==> src/rtl/dir_command_gen.sv <==
// rtl/dir_command_gen.sv - debounced push-button to one-cycle direction/place command generator
// Optional auto-repeat of the held direction is compiled in with `define AUTO_REPEAT_EN.
module dir_command_gen #(
   parameter int DEBOUNCE_CYCLES = 50000,
   parameter int REPEAT_DELAY    = 12500000,
   parameter int REPEAT_PERIOD   = 5000000
) (
   input  logic       clk,
   input  logic       reset,
   input  logic       btn_up,
   input  logic       btn_down,
   input  logic       btn_right,
   input  logic       btn_left,
   input  logic       btn_place,
   output logic [2:0] dir,
   output logic       place
);

   if (DEBOUNCE_CYCLES < 1 || DEBOUNCE_CYCLES > 20'hFFFFF) begin : g_bad_debounce
      $error("DEBOUNCE_CYCLES out of range");
   end
   if (REPEAT_DELAY < 1 || REPEAT_DELAY > 24'hFFFFFF) begin : g_bad_delay
      $error("REPEAT_DELAY out of range");
   end
   if (REPEAT_PERIOD < 1 || REPEAT_PERIOD > 24'hFFFFFF) begin : g_bad_period
      $error("REPEAT_PERIOD out of range");
   end

   localparam logic [19:0] DB_LAST = 20'(DEBOUNCE_CYCLES - 1);

   // Bit order: 0 up, 1 down, 2 right, 3 left, 4 place; direction code is index+1.
   logic [4:0]  raw;
   logic [4:0]  sync1;
   logic [4:0]  sync2;
   logic [4:0]  db;
   logic [4:0]  db_prev;
   logic [4:0]  rise_q;
   logic [19:0] cnt [5];
   logic [2:0]  win_code;

   assign raw = {btn_place, btn_left, btn_right, btn_down, btn_up};

   always_ff @(posedge clk) begin
      if (reset) begin
         sync1   <= '0;
         sync2   <= '0;
         db      <= '0;
         db_prev <= '0;
         rise_q  <= '0;
         place   <= 1'b0;
         for (int i = 0; i < 5; i++) cnt[i] <= '0;
      end else begin
         sync1   <= raw;
         sync2   <= sync1;
         db_prev <= db;
         rise_q  <= db & ~db_prev;
         place   <= rise_q[4];
         for (int i = 0; i < 5; i++) begin
            if (sync2[i] != db[i]) begin
               if (cnt[i] == DB_LAST) begin
                  db[i]  <= sync2[i];
                  cnt[i] <= '0;
               end else begin
                  cnt[i] <= cnt[i] + 20'd1;
               end
            end else begin
               cnt[i] <= '0;
            end
         end
      end
   end

   // Losing simultaneous edges are simply discarded.
   always_comb begin
      win_code = 3'd0;
      if (rise_q[0])      win_code = 3'd1;
      else if (rise_q[1]) win_code = 3'd2;
      else if (rise_q[2]) win_code = 3'd3;
      else if (rise_q[3]) win_code = 3'd4;
   end

`ifdef AUTO_REPEAT_EN
   localparam logic [23:0] RD_LAST = 24'(REPEAT_DELAY - 1);
   localparam logic [23:0] RP_LAST = 24'(REPEAT_PERIOD - 1);

   logic        rep_on;
   logic        rep_first;
   logic [2:0]  rep_code;
   logic [23:0] rep_cnt;
   logic        rep_held;
   logic [23:0] rep_last;

   always_comb begin
      rep_held = 1'b0;
      case (rep_code)
         3'd1:    rep_held = db[0];
         3'd2:    rep_held = db[1];
         3'd3:    rep_held = db[2];
         3'd4:    rep_held = db[3];
         default: rep_held = 1'b0;
      endcase
      rep_last = rep_first ? RD_LAST : RP_LAST;
   end

   always_ff @(posedge clk) begin
      if (reset) begin
         dir       <= 3'd0;
         rep_on    <= 1'b0;
         rep_first <= 1'b0;
         rep_code  <= 3'd0;
         rep_cnt   <= '0;
      end else if (win_code != 3'd0) begin
         dir       <= win_code;
         rep_on    <= 1'b1;
         rep_first <= 1'b1;
         rep_code  <= win_code;
         rep_cnt   <= '0;
      end else if (rep_on && !rep_held) begin
         dir    <= 3'd0;
         rep_on <= 1'b0;
      end else if (rep_on && rep_cnt == rep_last) begin
         dir       <= rep_code;
         rep_first <= 1'b0;
         rep_cnt   <= '0;
      end else begin
         dir <= 3'd0;
         if (rep_on) rep_cnt <= rep_cnt + 24'd1;
      end
   end
`else
   always_ff @(posedge clk) begin
      if (reset) dir <= 3'd0;
      else       dir <= win_code;
   end
`endif

endmodule

==> config.mk <==
export PLATFORM = sky130hd
export DESIGN_NAME = dir_command_gen
export DESIGN_NICKNAME = d
export VERILOG_FILES = /design/src/rtl/dir_command_gen.sv
export SDC_FILE = /design/constraint.sdc
export NUM_CORES = 1
export LEC_CHECK = 0
export CORE_MARGIN = 4
export CORE_UTILIZATION = 62
export CTS_CLUSTER_SIZE = 24
export DETAILED_ROUTE_END_ITERATION = 8
export PLACE_DENSITY_LB_ADDON = 0.05
export RECOVER_POWER = 50
export SYNTH_ARGS = -nofsm -noshare
export SYNTH_HDL_FRONTEND = slang
export SYNTH_SLANG_ARGS = --single-unit
==> constraint.sdc <==
create_clock -name clk -period 2.49 [get_ports clk]
set_clock_uncertainty 0.2 [all_clocks]
set_input_delay 0.249 -clock clk [delete_from_list [all_inputs] [get_ports clk]]
set_output_delay 0.249 -clock clk [all_outputs]
set_load 0.01 [all_outputs]
==> metrics.csv <==
metric;value;unit
final worst slack;0.2454;ns
vias;4800;
Die Footprint;12080;um2
Worst setup SP type;register;
clock network fraction of design power;48.6;%
top cells by area, synth;edfxtp_1 47%, dfxtp_1 9.0%, xnor2_1 5.2%;
RSZ-0062 raised after global routing;false;
setup bufs post-CTS;0;
mux contribution to synthesized area;0;%
Setup-failing EPs final;0;
cts repair resizes;0;
cell at the slowest stage of the critical path;or4_1;
prevailing post-synth register cell;edfxtp_1;
DRT iter0 DRCs;261;
TritonCTS buffer count;17;
power per cell area;674.4;nW/um2
hold_buf cts;0;
switching portion of total power;20.48;%
post-synth top area share;46.64;%
worst-path maximum fanout;20;
CTS H-tree lvls;4;
Clock transition at path regs;0.06;ns
combinational fraction of design power;3.3;%
Die Ht;109.9;um
DRT Wirelength;11860;um
Distinct cells, synth;37;
num ports;11;
Final Hold Slack;0.08084;ns
DPL Wire Length;8182;um
largest net degree at the start of global routing;30;
reg2reg setup slack;0.25;ns
cell taking the most area after synthesis;edfxtp_1;
Avg Cell Area, Syn;10.57;um2
Mapped Cells;609;
total clock sinks;129;
final hold vios;0;
Post-synth EDFFs;100;
Peak VDD IR;0.0005656;V
Slew Viols, Final;0;
Final min period;2.245;ns
Layout area overhead;19.04;%
slew margin rel.;19.04;%
Inserted Diodes;0;
Leak;2.661;nW
Max clock buf depth;2;
main combinational cell family by area after synthesis;simple AND/OR/NAND/NOR gates;
Max Freq;0.4455;GHz
Worst-Margin Slew;1.214;ns
compound-gate portion of the synthesized area;6.510;%
routed vias/inst;5.517;
sequential power share;48.1;%
Sw Pwr;1.059;mW
grt ovf;0;
adder-cell share of the synthesized area;0.9716;%
status;finished, final reports clean;
clock root buffer master;clkbuf_8;
sequential area share after synthesis;55.65;%
initial antenna violation count;0;
CP cell instances;or4_1 -> or3_1 -> o21ai_1 -> buf_4 -> nor2_1;
initial core utilization;64.68;%
post-route cell area;7665;um2
internal cell power;4.111;mW
Fillers;677;
gr usage total;22.23;%
GP Congestion;0.8127;
Max Cap Viol;0;
Synth Register Bits;129;
CTS tree;done;
Req. time, crit path;2.55;ns
CP peak stage delay;0.51;ns
worst skew pair latency;0.51;ns
layout cell share with drive strength beyond 1;6.377;%
Hold Path Class;in -> reg;
Area after DPL;7059;um2
Die Width;109.9;um
ANT nets after route;0;
synth warn;0;
first-pass GRT wire length;21090;um
Setup TNS;0;ns
PortBufs;10;
Post-Synth XOR/XNOR Area;9.114;%
Total Nets Final;736;
most frequent cells in the layout;100 x edfxtp_1, 100 x conb_1, 84 x nor2_1;
total power;5.169;mW
critical path arrival;2.30;ns
DR WL/cell;13.63;um
fin crit share;90.14;%
Residual DRC;0;
asr flop ratio synth;0;%
Site Rows;36;
vias in the first global route;4760;
simple-gate share of the synthesized area;25.13;%
CP Capture Type;register;
Setup WS pre-CTS;0.2729;ns
critical path type;reg -> reg;
synthesized cell area;6439;um2
core footprint;9955;um2
TritonRoute pass-1 iters;5;
-- worst max-delay path, delay by kind of cell (launching register included) --
family / cells / cell delay (ns)
AND/OR/NAND/NOR: 3 / 0.93
flip-flops: 1 / 0.46
buffers and inverters: 1 / 0.25
AO/OA/AOI/OAI: 1 / 0.14
-- sequential cells by signal (all words and copies together) (netlist names) --
register / flops
sync1: 5
db: 5
db_prev: 5
dir: 3
rise_q: 5
sync2: 5
cnt: 100
place: 1
-- layout make-up --
type / count / area (um2) / share of cell area (%)
flip-flops and latches: 129 / 3583 / 46.75
multi-input cells: 540 / 3062 / 39.94
clock buffers: 26 / 563.0 / 7.346
repair buffers: 20 / 171.4 / 2.236
well taps: 133 / 166.4 / 2.171
inverters: 16 / 60.06 / 0.7835
clock inverters: 6 / 58.81 / 0.7672
-- cell families (layout without fill, tap and decap cells) --
family,Yosys count,count (layout)
flip-flops,129,129
XOR/XNOR,67,67
AO/OA/AOI/OAI,72,72
adder cells (fa/ha/maj),5,5
AND/OR/NAND/NOR,296,296
buffers and inverters,39,68
other,1,100
-- synth_stat cells (all sizes together) (5+ instances only) --
cell type	count
nor4	13
o21ai	22
and3	11
nand4	34
nand3	31
clkbuf	12
nor2	84
nand2	27
ha	5
dfxtp	29
inv	16
o31ai	13
buf	11
xor2	29
nor3	14
nor4b	6
or4	17
xnor2	38
a21oi	31
edfxtp	100
or3	18
nor2b	21
and4	16
-- power groups by stage --
| stage | Sequential, mW | Combinational (mW) | Clock (mW) |
|---|---|---|---|
| finish | 2.48 | 0.172 | 2.51 |
| detailed placement | 2.53 | 0.168 | 0 |
| CTS | 2.48 | 0.170 | 2.54 |
| global placement | 2.52 | 0.164 | 0 |
| global route | 2.50 | 0.200 | 2.65 |
| floorplan | 2.50 | 0.133 | 0 |
-- through the flow --
step	instances	util, %
finish	870	77.00
global route	870	77.00
CTS	870	77.16
detailed placement	838	70.91
global placement	838	70.91
floorplan	708	-
-- final timing paths --
kind	from	end	cells past startpoint
setup / recovery	cnt[4][5]$_SDFFCE_PP0P_	cnt[4][12]$_SDFFCE_PP0P_	5
setup reg to reg	cnt[4][5]$_SDFFCE_PP0P_	cnt[4][12]$_SDFFCE_PP0P_	5
hold reg to reg	db_prev[1]$_SDFF_PP0_	rise_q[1]$_SDFF_PP0_	1
hold / removal	btn_down	sync1[1]$_SDFF_PP0_	2
-- routing by layer --
| metal | GRT usage [%] | up-vias | share of wire (%) |
|---|---|---|---|
| li1 | - | 2399 | - |
| met1 | 27.80 | 2268 | 44 |
| met2 | 37.44 | 114 | 51 |
| met3 | 5.285 | 19 | 3.9 |
| met4 | 8.370 | 0 | 1.5 |
| met5 | 0 | - | 0 |
Power figures use the tool's default switching activity.
